<file path="config.mk">
export PLATFORM = sky130hd
export DESIGN_NAME = float_decoder
export DESIGN_NICKNAME = d
export VERILOG_FILES = /design/src/rtl/float_decoder.sv
export SDC_FILE = /design/constraint.sdc
export NUM_CORES = 1
export LEC_CHECK = 0
export CAP_MARGIN = 20
export CORE_ASPECT_RATIO = 1.75
export CORE_MARGIN = 2
export CORE_UTILIZATION = 30
export DETAILED_ROUTE_END_ITERATION = 6
export REMOVE_ABC_BUFFERS = 1
export SETUP_SLACK_MARGIN = 0.02
export SKIP_LAST_GASP = 1
export SYNTH_ARGS = -nofsm -noshare
export SYNTH_HDL_FRONTEND = slang
export SYNTH_SLANG_ARGS = --single-unit
</file>
<file path="constraint.sdc">
create_clock -name clk -period 2.4 [get_ports clk]
set_clock_uncertainty 0.1 [all_clocks]
set_input_delay 0.48 -clock clk [delete_from_list [all_inputs] [get_ports clk]]
set_output_delay 0.48 -clock clk [all_outputs]
set_load 0.05 [all_outputs]
</file>
<file path="src/rtl/float_decoder.sv">
// Serial float-to-fixed decoder: sign/exponent/significand word in,
// exact two's-complement integer out, one left shift per clock.
module float_decoder #(
   parameter int EXP_W = 3,
   parameter int SIG_W = 4,
   parameter int OUT_W = 12
) (
   input  logic             clk,
   input  logic             rst_n,
   input  logic             in_valid,
   output logic             in_ready,
   input  logic             in_sign,
   input  logic [EXP_W-1:0] in_exp,
   input  logic [SIG_W-1:0] in_sig,
   output logic             out_valid,
   input  logic             out_ready,
   output logic [OUT_W-1:0] out_data,
   output logic             busy
);

   typedef enum logic [1:0] {
      IDLE  = 2'd0,
      SHIFT = 2'd1,
      SIGN  = 2'd2,
      DONE  = 2'd3
   } state_t;

   state_t             r_state;
   state_t             w_state_nxt;
   logic               r_sign;
   logic               w_sign_nxt;
   logic [OUT_W-1:0]   r_mag;
   logic [OUT_W-1:0]   w_mag_nxt;
   logic [EXP_W-1:0]   r_cnt;
   logic [EXP_W-1:0]   w_cnt_nxt;
   logic [OUT_W-1:0]   r_data;
   logic [OUT_W-1:0]   w_data_nxt;
   logic               r_valid;
   logic               w_valid_nxt;

   // Next-state and datapath decode for the accept/shift/sign/handshake sequence.
   always_comb begin
      w_state_nxt = r_state;
      w_sign_nxt  = r_sign;
      w_mag_nxt   = r_mag;
      w_cnt_nxt   = r_cnt;
      w_data_nxt  = r_data;
      w_valid_nxt = r_valid;
      case (r_state)
         IDLE: begin
            if (in_valid) begin
               w_sign_nxt  = in_sign;
               w_mag_nxt   = OUT_W'(in_sig);
               w_cnt_nxt   = in_exp;
               w_state_nxt = SHIFT;
            end else begin
               w_state_nxt = IDLE;
            end
         end
         SHIFT: begin
            if (r_cnt != {EXP_W{1'b0}}) begin
               w_mag_nxt   = {r_mag[OUT_W-2:0], 1'b0};
               w_cnt_nxt   = r_cnt - EXP_W'(1);
               w_state_nxt = SHIFT;
            end else begin
               w_state_nxt = SIGN;
            end
         end
         SIGN: begin
            // Negating a zero magnitude wraps back to zero, so no negative zero.
            w_data_nxt  = r_sign ? (~r_mag + OUT_W'(1)) : r_mag;
            w_valid_nxt = 1'b1;
            w_state_nxt = DONE;
         end
         DONE: begin
            if (out_ready) begin
               w_valid_nxt = 1'b0;
               w_state_nxt = IDLE;
            end else begin
               w_state_nxt = DONE;
            end
         end
         default: begin
            w_valid_nxt = 1'b0;
            w_state_nxt = IDLE;
         end
      endcase
   end

   // State and datapath registers; reset aborts any word in flight.
   always_ff @(posedge clk or negedge rst_n) begin
      if (!rst_n) begin
         r_state <= IDLE;
         r_sign  <= 1'b0;
         r_mag   <= {OUT_W{1'b0}};
         r_cnt   <= {EXP_W{1'b0}};
         r_data  <= {OUT_W{1'b0}};
         r_valid <= 1'b0;
      end else begin
         r_state <= w_state_nxt;
         r_sign  <= w_sign_nxt;
         r_mag   <= w_mag_nxt;
         r_cnt   <= w_cnt_nxt;
         r_data  <= w_data_nxt;
         r_valid <= w_valid_nxt;
      end
   end

   assign in_ready  = (r_state == IDLE);
   assign busy      = (r_state != IDLE);
   assign out_valid = r_valid;
   assign out_data  = r_data;

endmodule

</file>
== Word-level counts from Yosys, hierarchy flattened ==
Cells that the tools add are included.

* Output and inout port bits: 15
* Flip-flop bits (word level): 31
* Input bits: 12

* $add $sub $neg: 2
* Reductions and logical operators: 8
* Bitwise operators: 1
* Muxes and demuxes: 13
* Eq/ne operators: 6

{| class="wikitable"
|+ Operators by type and width
! operator !! number
|-
| 2-to-1 mux 12 bit || 3
|-
| case mux 12 bit (2 select lines) || 1
|-
| adder 12 x 1 -> 12 bit, second input constant || 1
|-
| inverter 12 bit || 1
|-
| case mux 2 bit (4 select lines) || 1
|-
| 2-to-1 mux 3 bit || 2
|-
| inequality test 2 bit, second input constant || 3
|-
| case mux 3 bit (2 select lines) || 1
|-
| nonzero test 2 bit || 3
|-
| equality test 2 bit, second input constant || 2
|-
| 2-to-1 mux 2 bit || 2
|-
| AND reduction 2 bit || 2
|-
| AND reduction 3 bit || 1
|-
| nonzero test 3 bit || 1
|-
| subtractor 3 x 1 -> 3 bit, second input constant || 1
|-
| equality test 2 x 1 -> 1 bit, second input constant || 1
|-
| zero test 2 bit || 1
|-
| 2-to-1 mux 1 bit || 2
|-
| case mux 1 bit (2 select lines) || 1
|}

== Logic depth before layout (Yosys ltp) ==
* Depth in word-level cells: 3
* Mapped depth: 8

== Worst setup path before layout ==
No wires, ideal clock.

* Path type: reg-to-output
* Start point: reg r_state[1]
* End point: out busy
* Data required time: 1,820 ps
* Stages on the path, launching flop included: 4
* Setup slack: 68 ps
* Buffers on the path: 1
* Arrival: 1,752 ps
* Cells stage by stage: dfrtp_1 -> clkbuf_1 -> nor2_1 -> inv_1

* Longest elaborated chain between the ends: 1

{| class="wikitable"
|+ Ends and longest elaborated chain
! element !! RTL line !! RTL
|-
| start, declared || 28 || <nowiki>state_t r_state;</nowiki>
|-
| start signal, assigned || 100 || <nowiki>r_state <= w_state_nxt;</nowiki>
|-
| nonzero test 2 bit || 110 || <nowiki>assign busy = (r_state != IDLE);</nowiki>
|-
| end, declared || 18 || <nowiki>output logic busy</nowiki>
|}

Every way passes these cells.

== Worst setup path in the final report ==
* Start point: reg r_data[8], in the netlist out_data[8]
* End point: out out_data[8]

{| class="wikitable"
|+ RTL lines
! element !! RTL line !! RTL
|-
| start, declared || 36 || <nowiki>logic [OUT_W-1:0] r_data;</nowiki>
|-
| start signal, assigned || 97 || <nowiki>r_data <= {OUT_W{1'b0}};</nowiki>
|-
| start signal, assigned || 104 || <nowiki>r_data <= w_data_nxt;</nowiki>
|-
| end, declared || 17 || <nowiki>output logic [OUT_W-1:0] out_data,</nowiki>
|}

No word-level cell between the ends.

==> flow_summary.html <==
<table>
<tr><th>Metric</th><th>Value</th></tr>
<tr><th colspan="2">Synth</th></tr>
<tr><td>Post-synthesis cell type count</td><td>29</td></tr>
<tr><td>Combinational family with the most area after synthesis</td><td>simple AND/OR/NAND/NOR gates</td></tr>
<tr><td>Top-area cell type share of the netlist area</td><td>51.16%</td></tr>
<tr><td>Simple-gate share of the synthesized area</td><td>21.37%</td></tr>
<tr><td>Largest area contributor in the netlist</td><td>sky130_fd_sc_hd__dfrtp_1</td></tr>
<tr><td>Share of the synthesized area in compound gates (AO/OA/AOI/OAI)</td><td>12.21%</td></tr>
<tr><td>Total of flip-flops plus latches after synthesis</td><td>31</td></tr>
<tr><td>Parity-gate share of the synthesized area counting xor and xnor cells</td><td>5.776%</td></tr>
<tr><td>Synth Warn #</td><td>0</td></tr>
<tr><td>Gate Count Post-Synth</td><td>163</td></tr>
<tr><td>Largest cells by area after synthesis</td><td>sky130_fd_sc_hd__dfrtp_1 51%, sky130_fd_sc_hd__nand2_1 10%, sky130_fd_sc_hd__o21ai_0 6.6%</td></tr>
<tr><td>Post-synthesis cell area</td><td>1516 um^2</td></tr>
<tr><td>Mean post-synth cell area</td><td>9.303 um^2</td></tr>
<tr><td>Sequential area share after synthesis</td><td>51.16%</td></tr>
<tr><td>Multiplexer area fraction after synthesis</td><td>3.383%</td></tr>
<tr><td>Post-Synth Adder-Cell Area</td><td>2.475%</td></tr>
<tr><th colspan="2">Drt</th></tr>
<tr><td>Vias/cell</td><td>4.840</td></tr>
<tr><td>Vias</td><td>1,176</td></tr>
<tr><td>Wire length on met3</td><td>81 um</td></tr>
<tr><td>Top layer reached by signal wires</td><td>met4</td></tr>
<tr><td>Wl on met1</td><td>1296 um</td></tr>
<tr><td>Remaining design rule violation count</td><td>0</td></tr>
<tr><td>Starting DRT DRC Count</td><td>26</td></tr>
<tr><td>Met2 Wirelength</td><td>1555 um</td></tr>
<tr><td>Antenna Nets Post-Route</td><td>0</td></tr>
<tr><td>First-pass detailed-route iteration total</td><td>4</td></tr>
<tr><td>Routed wire per std cell</td><td>12.37 um</td></tr>
<tr><td>Routed wire length</td><td>3006 um</td></tr>
<tr><th colspan="2">CTS</th></tr>
<tr><td>Skew-Pair Late Insertion Delay</td><td>0.28 ns</td></tr>
<tr><td>Depth of the CTS H-tree</td><td>2</td></tr>
<tr><td>Clock slew at the register clock pins of the worst setup and hold paths</td><td>0.06 ns</td></tr>
<tr><td>Clock tree from TritonCTS</td><td>built</td></tr>
<tr><td>Total clock sinks</td><td>31</td></tr>
<tr><td>Postcts setup bufs</td><td>0</td></tr>
<tr><td>Number of clock buffers inserted by TritonCTS</td><td>5</td></tr>
<tr><td>Root buffer cell</td><td>sky130_fd_sc_hd__clkbuf_8</td></tr>
<tr><td>Longest Clk Path Bufs</td><td>2</td></tr>
<tr><th colspan="2">Power and ir drop</th></tr>
<tr><td>Static power due to leakage</td><td>0.0008954 uW</td></tr>
<tr><td>Power per cell area</td><td>1466 nW/um^2</td></tr>
<tr><td>Total design power</td><td>2789 uW</td></tr>
<tr><td>Worst IR drop on VDD</td><td>0.7231 mV</td></tr>
<tr><th colspan="2">Placement</th></tr>
<tr><td>Final GP Congestion</td><td>0.7523</td></tr>
<tr><td>Final HPWL DP</td><td>2168 um</td></tr>
<tr><td>Port Buf Inserts</td><td>26</td></tr>
<tr><th colspan="2">Floorplan</th></tr>
<tr><td>Vertical extent of the die</td><td>98.05 um</td></tr>
<tr><td>Core region area</td><td>4935 um^2</td></tr>
<tr><td>Starting utilization of the core area</td><td>30.73%</td></tr>
<tr><td>Die area</td><td>5662 um^2</td></tr>
<tr><td>Die W</td><td>57.75 um</td></tr>
<tr><td>Count of pins on the block boundary</td><td>27</td></tr>
<tr><td>FP Rows</td><td>34</td></tr>
<tr><th colspan="2">Finish</th></tr>
<tr><td>Final-layout fill cell count</td><td>507</td></tr>
<tr><td>Synth-to-Final Area Change</td><td>25.50%</td></tr>
<tr><td>ANT cells</td><td>0</td></tr>
<tr><td>Ratio of cells with drive above 1 in the final layout</td><td>7.937%</td></tr>
<tr><td>Final Net Count</td><td>205</td></tr>
<tr><th colspan="2">Setup path</th></tr>
<tr><td>Worst path depth</td><td>1</td></tr>
<tr><td>Count of buffer and inverter cells on the critical path</td><td>1</td></tr>
<tr><td>CP Data Arrival Time</td><td>1.46 ns</td></tr>
<tr><td>Data required time at the worst endpoint</td><td>1.82 ns</td></tr>
<tr><td>Crit path max-delay cell type</td><td>sky130_fd_sc_hd__clkdlybuf4s50_1</td></tr>
<tr><td>Depth of the worst register-to-register path</td><td>6</td></tr>
<tr><td>Type of the setup path with the least slack</td><td>reg -&gt; out</td></tr>
<tr><td>Category of cells accounting for the largest share of critical-path delay</td><td>buffers and inverters</td></tr>
<tr><td>Start of the worst register-to-register path</td><td>r_mag[0]$_DFFE_PN0P_</td></tr>
<tr><td>Critical path fanouts, max</td><td>2</td></tr>
<tr><td>CP Capture Type</td><td>primary output</td></tr>
<tr><td>Launch point of the critical path</td><td>out_data[8]$_DFFE_PN0P_</td></tr>
<tr><td>CP cell instances</td><td>clkdlybuf4s50_1</td></tr>
<tr><td>Longest individual stage delay on the worst path</td><td>0.82 ns</td></tr>
<tr><td>Type of element launching the critical path</td><td>flip-flop</td></tr>
<tr><th colspan="2">Global route</th></tr>
<tr><td>Global-route congestion overflow total</td><td>0</td></tr>
<tr><td>Via count of the first global-routing pass</td><td>1,118</td></tr>
<tr><td>First-pass GRT wire length</td><td>5257 um</td></tr>
<tr><td>Global routing usage summed across all routing layers</td><td>11.90%</td></tr>
<tr><td>Largest net degree at the start of global routing</td><td>32</td></tr>
<tr><td>Initial antenna violation count</td><td>0</td></tr>
<tr><th colspan="2">Timing</th></tr>
<tr><td>Final Slew Violations</td><td>0</td></tr>
<tr><td>Final count of hold timing violations</td><td>0</td></tr>
<tr><td>Tightest Pin Transition</td><td>0.7648 ns</td></tr>
<tr><td>Peak clock frequency supported by timing</td><td>0.4894 GHz</td></tr>
<tr><td>RSZ-0062 raised after global routing</td><td>no</td></tr>
<tr><td>Period Utilization, post-route</td><td>85.13%</td></tr>
<tr><td>Final count of negative-setup-slack endpoints</td><td>0</td></tr>
<tr><td>Setup_tns</td><td>0 ns</td></tr>
<tr><td>Slew headroom</td><td>49.02%</td></tr>
<tr><td>Tmin final</td><td>2.043 ns</td></tr>
<tr><th colspan="2">Worst hold path</th></tr>
<tr><td>Worst hold path depth</td><td>2</td></tr>
<tr><td>Worst min-delay path startpoint</td><td>out_data[7]$_DFFE_PN0P_</td></tr>
<tr><td>Worst hold path class</td><td>reg -&gt; reg</td></tr>
<tr><th colspan="2">Flow run</th></tr>
<tr><td>Total of max-cap violations</td><td>0</td></tr>
<tr><th colspan="2">Run status</th></tr>
<tr><td>Run status</td><td>complete, no violations</td></tr>
</table>
==> power by group <==
part | internal [uW] | leakage, uW | switching, uW | total (uW)
combinational | 562 | 0.000461 | 949 | 1510
sequential | 720 | 0.000398 | 191 | 912
clock | 193 | 0.0000371 | 174 | 367
==> logic make-up after synthesis <==
family,Yosys count
compound gates,30
xor+xnor,10
fa+ha+maj,3
buf+inv,14
flops,31
mux,5
simple gates,70
==> sequential cells by signal (all words and copies together), names as in the netlist <==
signal,count
out_data,12
r_mag,12
r_cnt,3
r_state,2
out_valid,1
r_sign,1
==> layout by cell type (no fill, tap or decap) <==
cell type / netlist / final
sky130_fd_sc_hd__nand2_1: 41 / 41
sky130_fd_sc_hd__dfrtp_1: 31 / 31
sky130_fd_sc_hd__clkdlybuf4s50_1: 0 / 24
sky130_fd_sc_hd__o21ai_0: 20 / 20
sky130_fd_sc_hd__nand3_1: 12 / 12
sky130_fd_sc_hd__xor2_1: 9 / 9
sky130_fd_sc_hd__inv_1: 5 / 5
sky130_fd_sc_hd__clkbuf_8: 0 / 5
sky130_fd_sc_hd__mux2i_1: 4 / 4
sky130_fd_sc_hd__buf_4: 0 / 4
sky130_fd_sc_hd__nor2_1: 3 / 3
sky130_fd_sc_hd__nand2b_1: 3 / 3
sky130_fd_sc_hd__ha_1: 3 / 3
sky130_fd_sc_hd__or3_1: 2 / 2
sky130_fd_sc_hd__nor2b_1: 2 / 2
sky130_fd_sc_hd__a21oi_1: 2 / 2
sky130_fd_sc_hd__or2_2: 2 / 2
sky130_fd_sc_hd__o41ai_2: 2 / 2
sky130_fd_sc_hd__o31ai_1: 2 / 2
sky130_fd_sc_hd__and3b_1: 1 / 1
sky130_fd_sc_hd__a31oi_1: 1 / 1
sky130_fd_sc_hd__nor3_1: 1 / 1
sky130_fd_sc_hd__mux2_2: 1 / 1
sky130_fd_sc_hd__or4_4: 1 / 1
sky130_fd_sc_hd__o21ai_1: 1 / 1
sky130_fd_sc_hd__or4b_1: 1 / 1
sky130_fd_sc_hd__o41ai_1: 1 / 1
sky130_fd_sc_hd__xnor2_1: 1 / 1
sky130_fd_sc_hd__o211ai_1: 1 / 1
sky130_fd_sc_hd__nand3b_1: 1 / 1
sky130_fd_sc_hd__clkbuf_1: 7 / 1
sky130_fd_sc_hd__dlymetal6s2s_1: 0 / 1
==> worst paths after layout <==
check / endpoint / slack, ns
max: out_data[8] / 0.36
min: out_data[7]$_DFFE_PN0P_ / 0.37
max reg2reg: out_data[10]$_DFFE_PN0P_ / 0.36
min reg2reg: out_data[7]$_DFFE_PN0P_ / 0.37
max in group asynchronous: r_mag[1]$_DFFE_PN0P_ / 1.40
min in group asynchronous: out_data[11]$_DFFE_PN0P_ / 0.50
==> metrics by stage <==
stage	instance area, um^2	cells	setup WS, ns	utilization (%)	hold WS, ns
after CTS	1901	243	0.05464	38.51	0.3828
after global routing	1903	243	0.1691	38.56	0.4061
after detailed placement	1828	237	0.2946	37.04	0.3691
final	1903	243	0.3569	38.56	0.3743
after floorplan	1480	154	0.1429	-	0.08441
after global placement	1828	237	0.3301	37.04	0.3591
==> layer usage <==
metal | global-route usage, % | up-vias
met1 | 14.17 | 537
met5 | 0 | -
met2 | 20.10 | 34
met4 | 5.367 | 0
met3 | 2.384 | 8
li1 | - | 597
==> cells in the mapped netlist <==
cell / instances
sky130_fd_sc_hd__o21ai_0: 20
sky130_fd_sc_hd__o211ai_1: 1
sky130_fd_sc_hd__o41ai_2: 2
sky130_fd_sc_hd__nor2_1: 3
sky130_fd_sc_hd__nand2_1: 41
sky130_fd_sc_hd__inv_1: 5
sky130_fd_sc_hd__mux2i_1: 4
sky130_fd_sc_hd__o21ai_1: 1
sky130_fd_sc_hd__nor3_1: 1
sky130_fd_sc_hd__or2_2: 2
sky130_fd_sc_hd__a31oi_1: 1
sky130_fd_sc_hd__dfrtp_1: 31
sky130_fd_sc_hd__o31ai_1: 2
sky130_fd_sc_hd__xor2_1: 9
sky130_fd_sc_hd__xnor2_1: 1
sky130_fd_sc_hd__and3b_1: 1
sky130_fd_sc_hd__mux2_2: 1
sky130_fd_sc_hd__or3_1: 2
sky130_fd_sc_hd__clkbuf_1: 7
sky130_fd_sc_hd__or4_4: 1
sky130_fd_sc_hd__nand3_1: 12
sky130_fd_sc_hd__nand2b_1: 3
sky130_fd_sc_hd__buf_2: 2
sky130_fd_sc_hd__or4b_1: 1
sky130_fd_sc_hd__o41ai_1: 1
sky130_fd_sc_hd__ha_1: 3
sky130_fd_sc_hd__a21oi_1: 2
sky130_fd_sc_hd__nor2b_1: 2
sky130_fd_sc_hd__nand3b_1: 1
==> repair_timing <==
action,4_1_cts,5_1_grt
endpoints found under the setup margin,0,1
hold buffers,0,0
resized for setup,0,1
==> layout make-up <==
class | instances | area, um^2 | share of cell area (%)
Clock buffer | 6 | 72.57 | 3.813
Inverter | 5 | 18.77 | 0.9862
Multi-Input combinational cell | 118 | 685.7 | 36.03
Sequential cell | 31 | 775.7 | 40.76
Tap cell | 54 | 67.56 | 3.550
Timing Repair Buffer | 29 | 282.8 | 14.86
(Power assumes the default switching activity.)
